--- config.mk ---
export PLATFORM = sky130hd
export DESIGN_NAME = uart_rx
export DESIGN_NICKNAME = d
export VERILOG_FILES = /design/src/rtl/uart_rx_pkg.sv /design/src/rtl/uart_rx_sampler.sv /design/src/rtl/uart_rx.sv
export SDC_FILE = /design/constraint.sdc
export NUM_CORES = 1
export LEC_CHECK = 0
export CAP_MARGIN = 20
export CORE_MARGIN = 2
export CORE_UTILIZATION = 25
export CTS_BUF_LIST = sky130_fd_sc_hd__clkbuf_4
export DETAILED_ROUTE_END_ITERATION = 6
export GPL_TIMING_DRIVEN = 0
export SLEW_MARGIN = 40
export SYNTH_ARGS = -nofsm -noshare
export SYNTH_HDL_FRONTEND = slang
export SYNTH_HIERARCHICAL = 1
export SYNTH_SLANG_ARGS = --single-unit
--- constraint.sdc ---
create_clock -name CLK -period 3.5 [get_ports CLK]
set_input_delay 0.525 -clock CLK [delete_from_list [all_inputs] [get_ports CLK]]
set_output_delay 0.525 -clock CLK [all_outputs]
set_load 0.03 [all_outputs]
--- src/rtl/uart_rx_pkg.sv ---
// UART receiver shared types: FSM states and the legal oversampling ratios.
package uart_rx_pkg;

    typedef enum logic [2:0] {
        IDLE,
        START,
        DATA,
        PARITY,
        STOP
    } state_t;

    localparam logic [5:0] PRESC_8  = 6'd8;
    localparam logic [5:0] PRESC_16 = 6'd16;
    localparam logic [5:0] PRESC_32 = 6'd32;

    function automatic logic [5:0] legal_presc(input logic [5:0] p);
        logic [5:0] r;
        case (p)
            PRESC_8, PRESC_16, PRESC_32: r = p;
            default:                     r = PRESC_8;
        endcase
        return r;
    endfunction

endpackage

--- src/rtl/uart_rx_sampler.sv ---
// Edge/bit counters and bit decision for uart_rx.
// UART_RX_MAJORITY_SAMPLE_EN selects a 3-sample vote instead of one mid sample.
module uart_rx_sampler
    import uart_rx_pkg::*;
#(
    parameter int BW = 4
) (
    input  logic          CLK,
    input  logic          RST,
    input  logic          rx_in,
    input  logic          en,
    input  logic          bit_en,
    input  logic [5:0]    p,
    output logic [5:0]    edge_cnt,
    output logic [BW-1:0] bit_cnt,
    output logic          bit_val,
    output logic          bit_end
);

    logic [5:0] half;
    logic       s_mid;
    logic       vote;

    assign half    = p >> 1;
    assign bit_end = en && (edge_cnt == p - 6'd1);

`ifdef UART_RX_MAJORITY_SAMPLE_EN
    logic s_lo;

    assign vote = (s_lo & s_mid) | (s_lo & rx_in) | (s_mid & rx_in);

    always_ff @(posedge CLK or negedge RST) begin
        if (!RST)
            s_lo <= 1'b0;
        else if (en && edge_cnt == half - 6'd1)
            s_lo <= rx_in;
    end
`else
    assign vote = s_mid;
`endif

    always_ff @(posedge CLK or negedge RST) begin
        if (!RST) begin
            edge_cnt <= '0;
            bit_cnt  <= '0;
            s_mid    <= 1'b0;
            bit_val  <= 1'b0;
        end else begin
            if (!en || bit_end)
                edge_cnt <= '0;
            else
                edge_cnt <= edge_cnt + 6'd1;
            if (!bit_en)
                bit_cnt <= '0;
            else if (bit_end)
                bit_cnt <= bit_cnt + BW'(1);
            if (en && edge_cnt == half)
                s_mid <= rx_in;
            // decision lands at P/2+1 in both builds
            if (en && edge_cnt == half + 6'd1)
                bit_val <= vote;
        end
    end

endmodule

--- src/rtl/uart_rx.sv ---
// Oversampling UART receiver: frame FSM, shifter and parity check.
// Bit sampling rule chosen by UART_RX_MAJORITY_SAMPLE_EN (see uart_rx_sampler).
module uart_rx
    import uart_rx_pkg::*;
#(
    parameter int DATA_WIDTH = 8
) (
    input  logic                  CLK,
    input  logic                  RST,
    input  logic                  RX_IN,
    input  logic [5:0]            Prescale,
    input  logic                  PAR_EN,
    input  logic                  PAR_TYP,
    output logic [DATA_WIDTH-1:0] P_DATA,
    output logic                  data_valid,
    output logic                  par_err,
    output logic                  stp_err
);

    localparam int BW = $clog2(DATA_WIDTH) + 1;

    state_t                state;
    logic [5:0]            p_lat;
    logic                  par_en_q;
    logic                  par_typ_q;
    logic                  armed;
    logic                  perr;
    logic [DATA_WIDTH-1:0] shreg;
    logic [5:0]            edge_cnt;
    logic [BW-1:0]         bit_cnt;
    logic                  bit_val;
    logic                  bit_end;

    uart_rx_sampler #(.BW(BW)) u_sampler (
        .CLK      (CLK),
        .RST      (RST),
        .rx_in    (RX_IN),
        .en       (state != IDLE),
        .bit_en   (state == DATA),
        .p        (p_lat),
        .edge_cnt (edge_cnt),
        .bit_cnt  (bit_cnt),
        .bit_val  (bit_val),
        .bit_end  (bit_end)
    );

    always_ff @(posedge CLK or negedge RST) begin
        if (!RST) begin
            state      <= IDLE;
            p_lat      <= '0;
            par_en_q   <= 1'b0;
            par_typ_q  <= 1'b0;
            armed      <= 1'b0;
            perr       <= 1'b0;
            shreg      <= '0;
            P_DATA     <= '0;
            data_valid <= 1'b0;
            par_err    <= 1'b0;
            stp_err    <= 1'b0;
        end else begin
            data_valid <= 1'b0;
            par_err    <= 1'b0;
            stp_err    <= 1'b0;
            // a start needs the line seen high since reset
            if (RX_IN)
                armed <= 1'b1;
            unique case (state)
                IDLE: begin
                    if (armed && !RX_IN) begin
                        state     <= START;
                        p_lat     <= legal_presc(Prescale);
                        par_en_q  <= PAR_EN;
                        par_typ_q <= PAR_TYP;
                        perr      <= 1'b0;
                    end
                end
                START: begin
                    if (bit_end)
                        state <= bit_val ? IDLE : DATA;
                end
                DATA: begin
                    if (bit_end) begin
                        shreg <= {bit_val, shreg[DATA_WIDTH-1:1]};
                        if (bit_cnt == BW'(DATA_WIDTH - 1))
                            state <= par_en_q ? PARITY : STOP;
                    end
                end
                PARITY: begin
                    if (bit_end) begin
                        if (bit_val != (^shreg ^ par_typ_q)) begin
                            par_err <= 1'b1;
                            perr    <= 1'b1;
                        end
                        state <= STOP;
                    end
                end
                STOP: begin
                    if (bit_end) begin
                        if (!bit_val) begin
                            stp_err <= 1'b1;
                        end else if (!perr) begin
                            P_DATA     <= shreg;
                            data_valid <= 1'b1;
                        end
                        if (!RX_IN) begin
                            state     <= START;
                            p_lat     <= legal_presc(Prescale);
                            par_en_q  <= PAR_EN;
                            par_typ_q <= PAR_TYP;
                            perr      <= 1'b0;
                        end else begin
                            state <= IDLE;
                        end
                    end
                end
                default: state <= IDLE;
            endcase
        end
    end

endmodule

# Word-level counts from Yosys, hierarchy flattened
# Index checks and enable logic that the tools add are counted.
# word_totals
in_bits	11
wordCells	101
out_inout_bits	11
ff_bits	44
# classes
bitwise	2
n_addsub	4
n_mux	42
n_reduce_logical	18
n_eq_ne	20
# ops
cell	n
two-way mux 6 bit	5
two-way mux 1 bit	22
two-way mux 3 bit	7
case mux 3 bit (5 select lines)	1
== test 6 bit	2
case mux 6 bit (2 select lines)	1
AND reduction 6 bit	2
!= test 2 bit (second input constant)	5
two-way mux 4 bit	2
AND reduction 4 bit	2
parity 8 bit	1
adder 5 x 1 -> 6 bit (second input constant)	1
adder 6 x 1 -> 6 bit (second input constant)	1
== test 3 x 2 -> 1 bit (second input constant)	2
== test 6 x 4 -> 1 bit (second input constant)	1
== test 6 x 5 -> 1 bit	1
== test 6 x 5 -> 1 bit (second input constant)	1
== test 6 bit (second input constant)	1
!= test 2 x 1 -> 1 bit (second input constant)	3
nonzero test 3 bit	2
subtractor 6 x 1 -> 6 bit (second input constant)	1
adder 4 x 1 -> 4 bit (second input constant)	1
== test 4 x 3 -> 1 bit (second input constant)	1
logical AND 1 bit	4
14 further kinds	16

# Longest topological paths before layout
# depth
ltp_word	6
mapped_depth	12
ltp_nobuf	10

# Cells and area by module
# Netlist, hierarchy kept.
# by_module_without_submodules
mod	cells_per_inst	seq_area_each_um2	area_per_inst_um2	instances
uart_rx	109	800.8	1433.9	1
uart_rx_sampler	96	300.3	933.4	1

# Worst setup path before layout
# No wires, ideal clock.
# synth_path
kind	reg2reg
start	register p_lat[1]
end	register par_en_q
arrival_ns	2.668
stages_incl_launch_ff	11
n_path_buf	1
slack_ns	0.707
period_less_slack_ns	2.793
setup_time_ns	0.125
required_time_ns	3.375
path_cell_list	dfrtp_1 > inv_1 > ha_1 > xnor2_1 > a2111oi_4 > nand4_2 > inv_1 > clkbuf_2 > nand2_1 > a2111oi_4 > mux2_2
# synth_via
elab_chain_len	5
# synth_lines
element	line	source
start, declared	uart_rx.sv:23	logic [5:0] p_lat;
start signal, assigned	uart_rx.sv:71	p_lat <= legal_presc(Prescale);
start signal, assigned	uart_rx.sv:107	p_lat <= legal_presc(Prescale);
subtractor 6 x 1 -> 6 bit	uart_rx_sampler.sv:25	assign bit_end = en && (edge_cnt == p - 6'd1);
== test 6 bit	uart_rx_sampler.sv:25	
logical AND 1 bit	uart_rx_sampler.sv:25	
named net bit_end	uart_rx.sv:32	logic bit_end;
!= test 2 x 1 -> 1 bit (no source line)	--	
AND reduction 4 bit (no source line)	--	
end signal, assigned	uart_rx.sv:51	par_en_q <= 1'b0;
end signal, assigned	uart_rx.sv:72	par_en_q <= PAR_EN;
end signal, assigned	uart_rx.sv:108	par_en_q <= PAR_EN;
end, declared	uart_rx.sv:24	logic par_en_q;
# The timed path passes the listed nets, and every way through them passes these cells.
# A chain may end at the register's enable or synchronous reset.

# Final worst setup path
# layout_path
start	register state[0]
end	register par_typ_q
# layout_via
elab_chain_len	4
word_cells_on_any_way	10
cone_classes	4 x eq/ne; 1 x mux; 5 x reduce/logical
# layout_lines
element	line	source
start, declared	uart_rx.sv:22	state_t state;
start signal, assigned	uart_rx.sv:79	state <= bit_val ? IDLE : DATA;
start signal, assigned	uart_rx.sv:85	state <= par_en_q ? PARITY : STOP;
nonzero test 3 bit	uart_rx.sv:38	.en (state != IDLE),
logical AND 1 bit	uart_rx_sampler.sv:25	
named net bit_end	uart_rx.sv:32	
!= test 2 x 1 -> 1 bit (no source line)	--	
AND reduction 4 bit (no source line)	--	
end signal, assigned	uart_rx.sv:52	par_typ_q <= 1'b0;
end signal, assigned	uart_rx.sv:73	par_typ_q <= PAR_TYP;
end signal, assigned	uart_rx.sv:109	par_typ_q <= PAR_TYP;
end, declared	uart_rx.sv:25	logic par_typ_q;
# The timed path passes the listed nets, and every way through them passes these cells.

==> flow_metrics.py <==
metrics = {
    "layout": {
        "nets": 254,
        "utilization_pct": 31.5,
        "insertedDiodeCount": 0,
        "n_fill_cell": 931,
        "syn_to_final_growth_pct": 22.3,
        "stdcell_area_um2": 2890,
        "drive_above_1_share_pct": 21.3,
    },
    "floorplanning": {
        "die-area_um2": 10300,
        "initial_utilization_pct": 25.7,
        "coreArea_um2": 9200,
        "fp.dieH_um": 101,
        "io_pins": 22,
        "rows": 35,
        "die_w_um": 101,
    },
    "worst_setup_path": {
        "endpoint_kind": "register",
        "crit_path_start_kind": "register",
        "reg2reg_depth": 11,
        "crit_required_ps": 3740,
        "cp_max_fo": 10,
        "crit_chain": "clkbuf_1, or3_1, inv_1, a2111oi_4, nand4_2, inv_1, clkbuf_2, nand2_1, a2111oi_4, buf_4, mux2_2",
        "rrSetupSlack_ps": 320,
        "crit_arrival_ps": 3420,
        "critPathMaxStageDelay_ps": 380,
        "crit_slowest_cell": "clkbuf_1",
        "r2r_start": "state[0]",
        "crit_type": "reg -> reg",
        "r2r-end": "par_typ_q",
    },
    "yosys": {
        "synth_largest_area_cell": "dfrtp_1",
        "synthArstFlopShare_pct": 100,
        "syn_area_um2": 2370,
        "ys_warn_count": 6,
        "synth_common_cells": "dfrtp_1, mux2_2, xnor2_1, nor2_1, inv_1",
        "synth_ff_type": "dfrtp_1",
        "synth_cell_type_count": 44,
        "synth_seq_cells": 44,
        "synth_most_common_cell": "dfrtp_1",
        "synthTopCellsByArea": "dfrtp_1, mux2_2, xnor2_1, xor2_1, ha_1",
        "syn-num-nets": 221,
        "syn_area_per_cell_um2": 11.5,
        "synth_top_cell_area_share_pct": 46.5,
        "ys_seq_area_share_pct": 46.5,
        "synth_cells": 205,
        "synth-edff-count": 0,
    },
    "timing": {
        "worst_slew_pin_slew_ps": 471,
        "max_slew_margin_pct": 68.6,
        "timing.final.crit_share_pct": 90.7,
        "setup_tns_ps": 0,
        "finalSetupViolations": 0,
        "fin_worst_skew_ps": 16.0,
        "layout_min_cycle_time_ps": 3180,
        "rsz0062_at_grt": "no",
        "maxSlewViolCount": 0,
        "finalHoldViolCount": 0,
        "fmax_mhz": 315,
    },
    "place": {
        "gp_congestion": 0.831,
        "place_area_um2": 2730,
        "dp_hpwl_um": 3060,
        "io_buffers": 21,
    },
    "global_route": {
        "grt_pass1_wl_um": 7560,
        "grt_pass1_vias": 1642,
        "antenna_found_initial": 0,
        "grt_usage_pct": 9.09,
        "grt-ovfl-total": 0,
        "grt_max_degree": 32,
    },
    "cts": {
        "cts_resized": 0,
        "cts-root-buf": "clkbuf_4",
        "h-tree-depth": 2,
        "cts.path.max_buffers": 2,
        "cts_buffers": 5,
        "tritoncts": "built",
        "worstSkewPairLatency_ps": 360,
        "cts.sinks": 44,
        "clk_pin_slew_ps": 140,
    },
    "power_and_ir_drop": {
        "p_leak_nw": 1.27,
        "p_per_area_nw_per_um2": 550,
        "ir_worst_vdd_mv": 0.183,
    },
    "route": {
        "drc_errors": 0,
        "postRouteAntennaNets": 0,
        "wl_per_cell_um": 12.0,
        "drt_pass1_iterations": 4,
        "wl_um": 4220,
        "via_count": 1566,
        "via_per_inst": 4.47,
        "drt_iter0_drc": 61,
    },
    "job": {
        "maxCapViolCount": 0,
    },
    "worst_hold_path": {
        "hp-class": "reg -> reg",
        "hold_path_depth": 1,
        "worst_hold_path.endpoint": "P_DATA[2]",
        "hold_start": "P_DATA[2]",
    },
    "outcome": {
        "status": "finished, final reports clean",
    },
}
[area by class of cell]
type	count	area, µm²	area share, %
Buffer	10	70.1	2.42
Clock buffer	5	37.5	1.30
Clock inverter	3	90.1	3.11
Tap cell	111	139	4.80
Inverter	12	45.0	1.56
Sequential cell	44	1100	38.0
Multi-Input combinational cell	139	1150	39.8
Timing Repair Buffer	26	260	8.99
[layer usage]
metal	global-route usage [%]	vias to the layer above	share of wire [%]
met1	12.3	762	50
met4	3.43	0	1.6
li1	-	771	-
met5	0	-	0
met3	1.86	6	3.2
met2	14.4	27	46
[critical path: cells and delay by family (launching register included)]
kind / cells / cell delay, ps
muxes: 1 / 340
AOI/OAI and AO/OA: 2 / 730
DFF: 1 / 370
buffers and inverters: 5 / 1070
and+or+nand+nor: 3 / 530
[worst max path at each step]
stage,start,cells past startpoint,to,slack (ps)
after global placement,p_lat[1],10,p_lat[5],250
after global routing,state[0],11,P_DATA[4],40
after detailed placement,p_lat[1],10,par_en_q,130
after CTS,state[0],10,par_typ_q,120
final,state[0],11,par_typ_q,320
after floorplan,p_lat[1],10,par_en_q,710
[stage by stage]
step	std cells	total power, mW	hold WS (ps)	worst slack, ps
floorplan	205	1.02	229	707
global placement	337	1.11	490	246
detailed placement	338	1.13	389	128
CTS	347	1.60	524	117
global route	350	1.69	528	42.5
finish	350	1.59	520	325
[cell families after synthesis]
logic type               Yosys count  share of synthesized area (%)
flip-flops                        44                           46.5
XOR/XNOR                          31                           12.6
adder cells (fa/ha/maj)            5                           2.64
multiplexers                      23                           10.9
buffers and inverters             22                           4.86
AND/OR/NAND/NOR                   59                           14.9
AO/OA/AOI/OAI                     21                           7.51
[power by group]
group	switching, mW	leakage [nW]	internal, mW
registers	0.0650	0.586	0.573
clock network	0.170	0.0654	0.294
logic	0.246	0.618	0.244
total	0.481	1.27	1.11
[repair_timing]
item	CTS	global route
buffers inserted	0	3
hold buffers	1	0
endpoints found under the setup margin	0	4
endpoints found under the hold margin	13	0
[cells in the final DEF, fill, tap and decap left out, types with 2 or more instances in the layout]
| cell | n |
|---|---|
| a21oi_1 | 7 |
| nor2_1 | 13 |
| ha_1 | 5 |
| nor3_1 | 2 |
| nor2b_1 | 4 |
| xnor3_1 | 2 |
| clkbuf_4 | 5 |
| nand4_1 | 4 |
| mux2_2 | 23 |
| nor4_1 | 2 |
| a2111oi_4 | 2 |
| or3_1 | 2 |
| and2b_1 | 3 |
| nand3_1 | 8 |
| clkbuf_1 | 4 |
| buf_6 | 4 |
| nor3b_1 | 2 |
| buf_4 | 4 |
| xnor2_1 | 21 |
| inv_1 | 12 |
| xor2_1 | 8 |
| nand2_1 | 7 |
| bufinv_16 | 3 |
| clkdlybuf4s50_1 | 20 |
| o21ai_0 | 4 |
| dfrtp_1 | 44 |
[state kept, by name (all words and copies together) (netlist names), 3 cells and up]
signal,cells
P_DATA,8
p_lat,6
shreg,8
state,3
u_sampler/bit_cnt,4
u_sampler/edge_cnt,6
No activity file was read; power rests on OpenSTA's default activity.
